--- config.mk ---
export PLATFORM = sky130hd
export DESIGN_NAME = vegeta_tiled_control_flat
export DESIGN_NICKNAME = d
export VERILOG_FILES = /design/src/rtl/vegeta_tiled_control_if.sv /design/src/rtl/vegeta_tiled_control.sv /design/src/flat_wrapper.sv
export SDC_FILE = /design/constraint.sdc
export NUM_CORES = 1
export LEC_CHECK = 0
export CAP_MARGIN = 0
export CORE_ASPECT_RATIO = 0.6
export CORE_MARGIN = 2
export CORE_UTILIZATION = 40
export CTS_CLUSTER_DIAMETER = 200
export CTS_CLUSTER_SIZE = 30
export DETAILED_ROUTE_END_ITERATION = 12
export GPL_ROUTABILITY_DRIVEN = 0
export PLACE_DENSITY = 0.72
export SETUP_SLACK_MARGIN = 0.2
export SLEW_MARGIN = 20
export SYNTH_ARGS = -nofsm -noshare
export SYNTH_HDL_FRONTEND = slang
export SYNTH_SLANG_ARGS = --single-unit
--- constraint.sdc ---
create_clock -name clk -period 2.3 [get_ports clk]
set_input_delay 0.345 -clock clk [delete_from_list [all_inputs] [get_ports clk]]
set_output_delay 0.345 -clock clk [all_outputs]
set_load 0.1 [all_outputs]
--- src/rtl/vegeta_tiled_control_if.sv ---
// Handshake bundle between the VEGETA tiled controller and the blocks it drives.
// The controller takes the slave side; whatever drives jobs and ready pulses takes the master side.
interface vegeta_tiled_control_if #(
  parameter int MAX_TILES = 8
);
  localparam int NT_W = $clog2(MAX_TILES + 1);
  localparam int TI_W = (MAX_TILES > 1) ? $clog2(MAX_TILES) : 1;

  logic            start_multiplication;
  logic [NT_W-1:0] num_tiles;
  logic            abort;
  logic            weight_array_loaded;
  logic            activation_L1_loaded;
  logic            accumulation_L1_loaded;
  logic            output_L2_loaded;

  logic            begin_load;
  logic            start_compute;
  logic            mode;
  logic            output_valid;
  logic [TI_W-1:0] tile_idx;
  logic            busy;
  logic            compute_done;
  logic            error;

  modport slave (
    input  start_multiplication, num_tiles, abort,
    input  weight_array_loaded, activation_L1_loaded, accumulation_L1_loaded,
    input  output_L2_loaded,
    output begin_load, start_compute, mode, output_valid,
    output tile_idx, busy, compute_done, error
  );

  modport master (
    output start_multiplication, num_tiles, abort,
    output weight_array_loaded, activation_L1_loaded, accumulation_L1_loaded,
    output output_L2_loaded,
    input  begin_load, start_compute, mode, output_valid,
    input  tile_idx, busy, compute_done, error
  );
endinterface

--- src/rtl/vegeta_tiled_control.sv ---
// VEGETA top-level controller: walks a programmable number of weight tiles through
// LOAD -> SYNC -> FLOW -> DRAIN -> WRITE, with abort, wait-phase timeout and status.
module vegeta_tiled_control #(
  parameter int K_SCALED  = 4,
  parameter int M_SCALED  = 4,
  parameter int N         = 4,
  parameter int MAX_TILES = 8,
  parameter int TIMEOUT   = 256
) (
  input  logic                   clk,
  input  logic                   rst_n,
  vegeta_tiled_control_if.slave  bus
);

  localparam int NT_W    = $clog2(MAX_TILES + 1);
  localparam int TI_W    = (MAX_TILES > 1) ? $clog2(MAX_TILES) : 1;
  localparam int FLOW_W  = $clog2(K_SCALED + 2) + 1;
  localparam int DRAIN_W = $clog2(N + M_SCALED + 1) + 1;
  localparam int WAIT_W  = (TIMEOUT > 1) ? $clog2(TIMEOUT) : 1;

  localparam logic [FLOW_W-1:0]  FLOW_LAST  = FLOW_W'(K_SCALED);
  localparam logic [DRAIN_W-1:0] DRAIN_LAST = DRAIN_W'(N + M_SCALED - 1);
  localparam logic [WAIT_W-1:0]  WAIT_LAST  = WAIT_W'((TIMEOUT > 0) ? TIMEOUT - 1 : 0);
  localparam logic [NT_W-1:0]    NT_MAX     = NT_W'(MAX_TILES);

  typedef enum logic [2:0] {
    S_IDLE,
    S_LOAD,
    S_SYNC,
    S_FLOW,
    S_DRAIN,
    S_WRITE
  } state_t;

  state_t              state_q, state_d;
  logic [FLOW_W-1:0]   flow_cnt_q, flow_cnt_d;
  logic [DRAIN_W-1:0]  drain_cnt_q, drain_cnt_d;
  logic [WAIT_W-1:0]   wait_cnt_q, wait_cnt_d;
  logic [2:0]          ready_q, ready_d;
  logic [NT_W-1:0]     num_tiles_q, num_tiles_d;
  logic [TI_W-1:0]     tile_idx_q, tile_idx_d;
  logic                compute_done_q, compute_done_d;
  logic                error_q, error_d;

  logic                begin_load_q, begin_load_d;
  logic                start_compute_q, start_compute_d;
  logic                mode_q, mode_d;
  logic                output_valid_q, output_valid_d;
  logic                busy_q, busy_d;

  logic [2:0]          pulses;
  logic                all_ready;
  logic                start_ok;
  logic                timeout_hit;
  logic                last_tile;

  // Bit order {C, A, W}; a pulse in the same cycle as the last sticky flag still counts.
  assign pulses      = {bus.accumulation_L1_loaded, bus.activation_L1_loaded,
                        bus.weight_array_loaded};
  assign all_ready   = &(ready_q | pulses);
  assign start_ok    = bus.start_multiplication && (bus.num_tiles != '0)
                       && (bus.num_tiles <= NT_MAX);
  assign timeout_hit = (TIMEOUT != 0) && (wait_cnt_q == WAIT_LAST);
  assign last_tile   = (NT_W'(tile_idx_q) + NT_W'(1)) == num_tiles_q;

  // NOTE: every variable gets a default at the top of always_comb so no path
  // leaves it unassigned, which would otherwise infer a latch.
  always_comb begin
    state_d        = state_q;
    num_tiles_d    = num_tiles_q;
    tile_idx_d     = tile_idx_q;
    compute_done_d = compute_done_q;
    error_d        = error_q;

    unique case (state_q)
      S_IDLE: begin
        if (start_ok && !bus.abort) begin
          state_d        = S_LOAD;
          num_tiles_d    = bus.num_tiles;
          tile_idx_d     = '0;
          compute_done_d = 1'b0;
          error_d        = 1'b0;
        end
      end
      S_LOAD: begin
        if (all_ready) begin
          state_d = S_SYNC;
        end else if (timeout_hit) begin
          state_d = S_IDLE;
          error_d = 1'b1;
        end
      end
      S_SYNC: state_d = S_FLOW;
      S_FLOW: begin
        if (flow_cnt_q == FLOW_LAST) state_d = S_DRAIN;
      end
      S_DRAIN: begin
        if (drain_cnt_q == DRAIN_LAST) state_d = S_WRITE;
      end
      S_WRITE: begin
        if (bus.output_L2_loaded) begin
          if (last_tile) begin
            state_d        = S_IDLE;
            compute_done_d = 1'b1;
          end else begin
            state_d    = S_LOAD;
            tile_idx_d = tile_idx_q + TI_W'(1);
          end
        end else if (timeout_hit) begin
          state_d = S_IDLE;
          error_d = 1'b1;
        end
      end
      default: state_d = S_IDLE;
    endcase

    // Abort outranks completion and timeout; error keeps whatever it held.
    if (bus.abort && (state_q != S_IDLE)) begin
      state_d        = S_IDLE;
      tile_idx_d     = '0;
      compute_done_d = compute_done_q;
      error_d        = error_q;
    end

    flow_cnt_d  = (state_q == S_FLOW  && state_d == S_FLOW)  ? flow_cnt_q + FLOW_W'(1)   : '0;
    drain_cnt_d = (state_q == S_DRAIN && state_d == S_DRAIN) ? drain_cnt_q + DRAIN_W'(1) : '0;
    wait_cnt_d  = ((state_q == S_LOAD || state_q == S_WRITE) && state_d == state_q)
                  ? wait_cnt_q + WAIT_W'(1) : '0;
    ready_d     = (state_q == S_LOAD && state_d == S_LOAD) ? (ready_q | pulses) : '0;

    // Outputs are decoded from the next state and registered, so they line up with state_q.
    begin_load_d    = (state_d == S_LOAD) && (state_q != S_LOAD);
    start_compute_d = (state_d == S_SYNC);
    mode_d          = (state_d == S_FLOW) || (state_d == S_DRAIN);
    output_valid_d  = (state_d == S_DRAIN) && (state_q != S_DRAIN);
    busy_d          = (state_d != S_IDLE);
  end

  // NOTE: sequential state uses non-blocking assignments so every flop samples
  // the pre-edge values regardless of statement order.
  always_ff @(posedge clk or negedge rst_n) begin
    if (!rst_n) begin
      state_q         <= S_IDLE;
      flow_cnt_q      <= '0;
      drain_cnt_q     <= '0;
      wait_cnt_q      <= '0;
      ready_q         <= '0;
      num_tiles_q     <= '0;
      tile_idx_q      <= '0;
      compute_done_q  <= 1'b0;
      error_q         <= 1'b0;
      begin_load_q    <= 1'b0;
      start_compute_q <= 1'b0;
      mode_q          <= 1'b0;
      output_valid_q  <= 1'b0;
      busy_q          <= 1'b0;
    end else begin
      state_q         <= state_d;
      flow_cnt_q      <= flow_cnt_d;
      drain_cnt_q     <= drain_cnt_d;
      wait_cnt_q      <= wait_cnt_d;
      ready_q         <= ready_d;
      num_tiles_q     <= num_tiles_d;
      tile_idx_q      <= tile_idx_d;
      compute_done_q  <= compute_done_d;
      error_q         <= error_d;
      begin_load_q    <= begin_load_d;
      start_compute_q <= start_compute_d;
      mode_q          <= mode_d;
      output_valid_q  <= output_valid_d;
      busy_q          <= busy_d;
    end
  end

  assign bus.begin_load    = begin_load_q;
  assign bus.start_compute = start_compute_q;
  assign bus.mode          = mode_q;
  assign bus.output_valid  = output_valid_q;
  assign bus.tile_idx      = tile_idx_q;
  assign bus.busy          = busy_q;
  assign bus.compute_done  = compute_done_q;
  assign bus.error         = error_q;

endmodule

--- src/flat_wrapper.sv ---
// flat-port wrapper written by rule: the top's interface ports become plain ports
module vegeta_tiled_control_flat 
#(
  parameter int K_SCALED  = 4,
  parameter int M_SCALED  = 4,
  parameter int N         = 4,
  parameter int MAX_TILES = 8,
  parameter int TIMEOUT   = 256
)
  (clk, rst_n, bus_start_multiplication, bus_num_tiles, bus_abort, bus_weight_array_loaded, bus_activation_L1_loaded, bus_accumulation_L1_loaded, bus_output_L2_loaded, bus_begin_load, bus_start_compute, bus_mode, bus_output_valid, bus_tile_idx, bus_busy, bus_compute_done, bus_error);
  vegeta_tiled_control_if #(.MAX_TILES(MAX_TILES)) bus_i ();
  input  logic clk;
  input  logic rst_n;
  input wire logic [$bits(bus_i.start_multiplication)-1:0] bus_start_multiplication;
  input wire logic [$bits(bus_i.num_tiles)-1:0] bus_num_tiles;
  input wire logic [$bits(bus_i.abort)-1:0] bus_abort;
  input wire logic [$bits(bus_i.weight_array_loaded)-1:0] bus_weight_array_loaded;
  input wire logic [$bits(bus_i.activation_L1_loaded)-1:0] bus_activation_L1_loaded;
  input wire logic [$bits(bus_i.accumulation_L1_loaded)-1:0] bus_accumulation_L1_loaded;
  input wire logic [$bits(bus_i.output_L2_loaded)-1:0] bus_output_L2_loaded;
  output wire logic [$bits(bus_i.begin_load)-1:0] bus_begin_load;
  output wire logic [$bits(bus_i.start_compute)-1:0] bus_start_compute;
  output wire logic [$bits(bus_i.mode)-1:0] bus_mode;
  output wire logic [$bits(bus_i.output_valid)-1:0] bus_output_valid;
  output wire logic [$bits(bus_i.tile_idx)-1:0] bus_tile_idx;
  output wire logic [$bits(bus_i.busy)-1:0] bus_busy;
  output wire logic [$bits(bus_i.compute_done)-1:0] bus_compute_done;
  output wire logic [$bits(bus_i.error)-1:0] bus_error;
  assign bus_i.start_multiplication = bus_start_multiplication;
  assign bus_i.num_tiles = bus_num_tiles;
  assign bus_i.abort = bus_abort;
  assign bus_i.weight_array_loaded = bus_weight_array_loaded;
  assign bus_i.activation_L1_loaded = bus_activation_L1_loaded;
  assign bus_i.accumulation_L1_loaded = bus_accumulation_L1_loaded;
  assign bus_i.output_L2_loaded = bus_output_L2_loaded;
  assign bus_begin_load = bus_i.begin_load;
  assign bus_start_compute = bus_i.start_compute;
  assign bus_mode = bus_i.mode;
  assign bus_output_valid = bus_i.output_valid;
  assign bus_tile_idx = bus_i.tile_idx;
  assign bus_busy = bus_i.busy;
  assign bus_compute_done = bus_i.compute_done;
  assign bus_error = bus_i.error;
  vegeta_tiled_control #(.K_SCALED(K_SCALED), .M_SCALED(M_SCALED), .N(N), .MAX_TILES(MAX_TILES), .TIMEOUT(TIMEOUT)) u_core (.clk(clk), .rst_n(rst_n), .bus(bus_i));
endmodule
==> run_results.csv <==
group,metric,value,unit
finish,num-nets-final,243,
die,die_h,58.9,um
sta,hold_viol,0,
finish,nFillCells,434,
critical_path,crit_chain,"ha_4, xor2_1, or3_4, a221oi_4, buf_6, o211ai_4, mux2_4",
critical_path,critPathMaxStageDelay,0.50,ns
critical_path,worstSetupPathType,"register to register",
clock_network,cts_buffers,5,
critical_path,cp_top_family,"flip-flops",
finish,drive_above_1_share,0.252,
sta,worst_slack,0.123,ns
clock_network,clk_path_buf_depth,2,
place,port_buffers,21,
finish,diodes,0,
synthesis,synth_edf_count,0,
sta,fin_skew,0.00335,ns
synthesis,synth_area,2010,sq um
critical_path,critPathBufInv,1,
clock_network,hold_buffers,0,
synthesis,syn-instance-count,194,
synthesis,yosysUniqueCellTypes,54,
global_route,grt_max_degree,35,
synthesis,ys_ff_latch,37,
critical_path,worstPathRequired,2.47,ns
die,core_region_area,4710,sq um
sta,setup_viol,0,
global_route,first_global_vias,1472,
finish,final_common_cell,"dfrtp_1",
clock_network,cts_tree,"built",
clock_network,cts_num_sinks,37,
die,pin_count,22,
die,row_count,19,
die,dieArea,5620,sq um
finish,areaGrowthSynthToFinish,22.0,%
finish,final_cell_mix,"dfrtp_1 (34), buf_4 (22), nor2_1 (20)",
synthesis,synthFlopType,"dfrtp_1",
route,route.detailed.wl_per_inst,15.6,um
route,drtPass1Iterations,4,
critical_path,cp_slowest_cell,"dfrtp_4",
place,preCtsSetupSlack,-0.000167,ns
critical_path,r2r_setup_slack,0.12,ns
route,drcViolationCount,0,
synthesis,synthesis.nets,211,
global_route,antenna_found_initial,0,
flow_run,max-cap-violations,0,
clock_network,root_buffer,"clkbuf_8",
global_route,grt_pass1_wl,7.55,mm
critical_path,path_depth,7,
global_route,globalRoute.totalOverflow,0,
worst_hold_path,hold_class,"input port to async pin",
route,ant_nets,0,
sta,fmax,459,MHz
place,dp_hpwl,3.28,mm
synthesis,yosys.area.top_type_share,0.462,
critical_path,critPathMaxFanout,4,
route,first_iter_violations,147,
route,avgViaCountPerCell,5.45,
synthesis,synth.yosys.seq_area_share,0.462,
critical_path,critPathCaptureType,"register",
critical_path,crit_arrival,2.35,ns
clock_network,clk_pin_slew,0.07,ns
sta,worst_pin_slew,0.763,ns
clock_network,cts-htree-levels,2,
critical_path,r2r_cells,7,
die,die_w,95.4,um
die,start_util,0.426,
clock_network,clkLatencyLatePin,0.29,ns
outcome,outcome,"finished clean",
route,via_count,1575,
pwr,p_per_area,910,nW/um^2
pwr,leakage,0.00104,uW
pwr,ir_drop,419,uV
finish,final_core_util,0.520,
sta,rsz0062_at_grt,"yes",
pwr,finalPower,2230,uW
route,routed_wirelength,4.51,mm
synthesis,synth_top_cell_by_area,"dfrtp_1",
critical_path,crit_path_start_kind,"register",
sta,period_share,0.946,
synthesis,yosysWarnings,0,
sta,fin_crit,2.18,ns
sta,slew_viol_final,0,
global_route,grt_usage,0.181,
synthesis,syn_area_per_cell,10.3,sq um
synthesis,synthTopCellsByArea,"dfrtp_1 (46%), xor2_1 (3.9%), nor2_1 (3.7%), nand2_1 (3.4%), ha_1 (3.1%)",
synthesis,ys_async_sr_fraction,1.00,
sta,slew_headroom,0.492,
==> flip-flops by register name, indices dropped and copies added, names as in the netlist, 3 cells and up <==
signal and cells:
u_core.wait_cnt_q 8, u_core.drain_cnt_q 5, u_core.flow_cnt_q 4, u_core.num_tiles_q 4, u_core.bus.tile_idx 3, u_core.ready_q 3, u_core.state_q 3
==> power by group <==
| group | internal (uW) | leakage [uW] | switching, uW |
|---|---|---|---|
| registers | 749 | 0.000497 | 104 |
| logic | 325 | 0.000503 | 594 |
| clock network | 238 | 0.0000443 | 217 |
==> synthesized netlist by cell type (2+ instances only) <==
cell       count
o211ai_1       3
o22ai_1        2
buf_6          3
nand3_1        9
a211oi_1       3
nor3_1         8
xnor2_1        5
o2bb2ai_1      2
nor4_1         8
ha_1           5
o21ai_0        2
nor4b_1        3
a21oi_2        2
xor2_1         9
o21ai_1        3
nor2_1        20
nand3b_1       2
buf_2          4
and2b_1        2
nand2_1       18
inv_1          5
o21a_1         3
a21oi_1        3
dfrtp_1       37
mux2_2         4
==> routing by layer <==
| metal | GRT usage | vias to the layer above | share of wire |
|---|---|---|---|
| met3 | 0.0512 | 5 | 0.074 |
| met5 | 0 | - | 0 |
| li1 | - | 763 | - |
| met4 | 0.0551 | 0 | 0.010 |
| met1 | 0.287 | 763 | 0.51 |
| met2 | 0.234 | 44 | 0.41 |
==> repair_timing <==
item	CTS	global route
setup endpoints to repair	16	21
cloned	0	0
setup buffers	3	1
pin swaps	2	1
resized for setup	2	4
==> cell type report <==
class / instances / area (sq um) / area share
clock buffers: 7 / 86.3 / 0.0353
inverters: 5 / 18.8 / 0.00767
multi-input cells: 143 / 1050 / 0.428
flip-flops and latches: 37 / 935 / 0.382
well taps: 63 / 78.8 / 0.0322
repair buffers: 34 / 282 / 0.115
==> kinds of logic (layout without fill, tap and decap cells) <==
kind of cell	after synthesis	count (layout)	synth area share
adder cells (fa/ha/maj)	5	5	0.0312
AND/OR/NAND/NOR	84	84	0.228
XOR/XNOR	14	14	0.0611
multiplexers	6	6	0.0349
buffers and inverters	14	46	0.0399
AO/OA/AOI/OAI	34	34	0.143
flip-flops	37	37	0.462
==> worst paths after layout <==
kind                                          endpoint                    from
worst max-delay path                   u_core.bus.mode  u_core.bus.tile_idx[1]
min in group clk                 u_core.drain_cnt_q[0]   u_core.drain_cnt_q[0]
worst min-delay path             u_core.drain_cnt_q[3]                   rst_n
max in group asynchronous       u_core.bus.tile_idx[0]                   rst_n
worst min register to register   u_core.drain_cnt_q[0]   u_core.drain_cnt_q[0]
worst max register to register         u_core.bus.mode  u_core.bus.tile_idx[1]
==> metrics by stage <==
step / instance area, sq um / std cells / TNS (ns) / hold slack [ns]
2_1_floorplan: 2040 / 194 / 0 / 0.0494
3_3_place_gp: 2310 / 278 / 0 / 0.455
3_5_place_dp: 2310 / 278 / -0.000167 / 0.458
4_1_cts: 2420 / 288 / 0 / 0.156
5_1_grt: 2450 / 289 / 0 / 0.195
6_report: 2450 / 289 / 0 / 0.125
No activity file was read; power rests on OpenSTA's default activity.
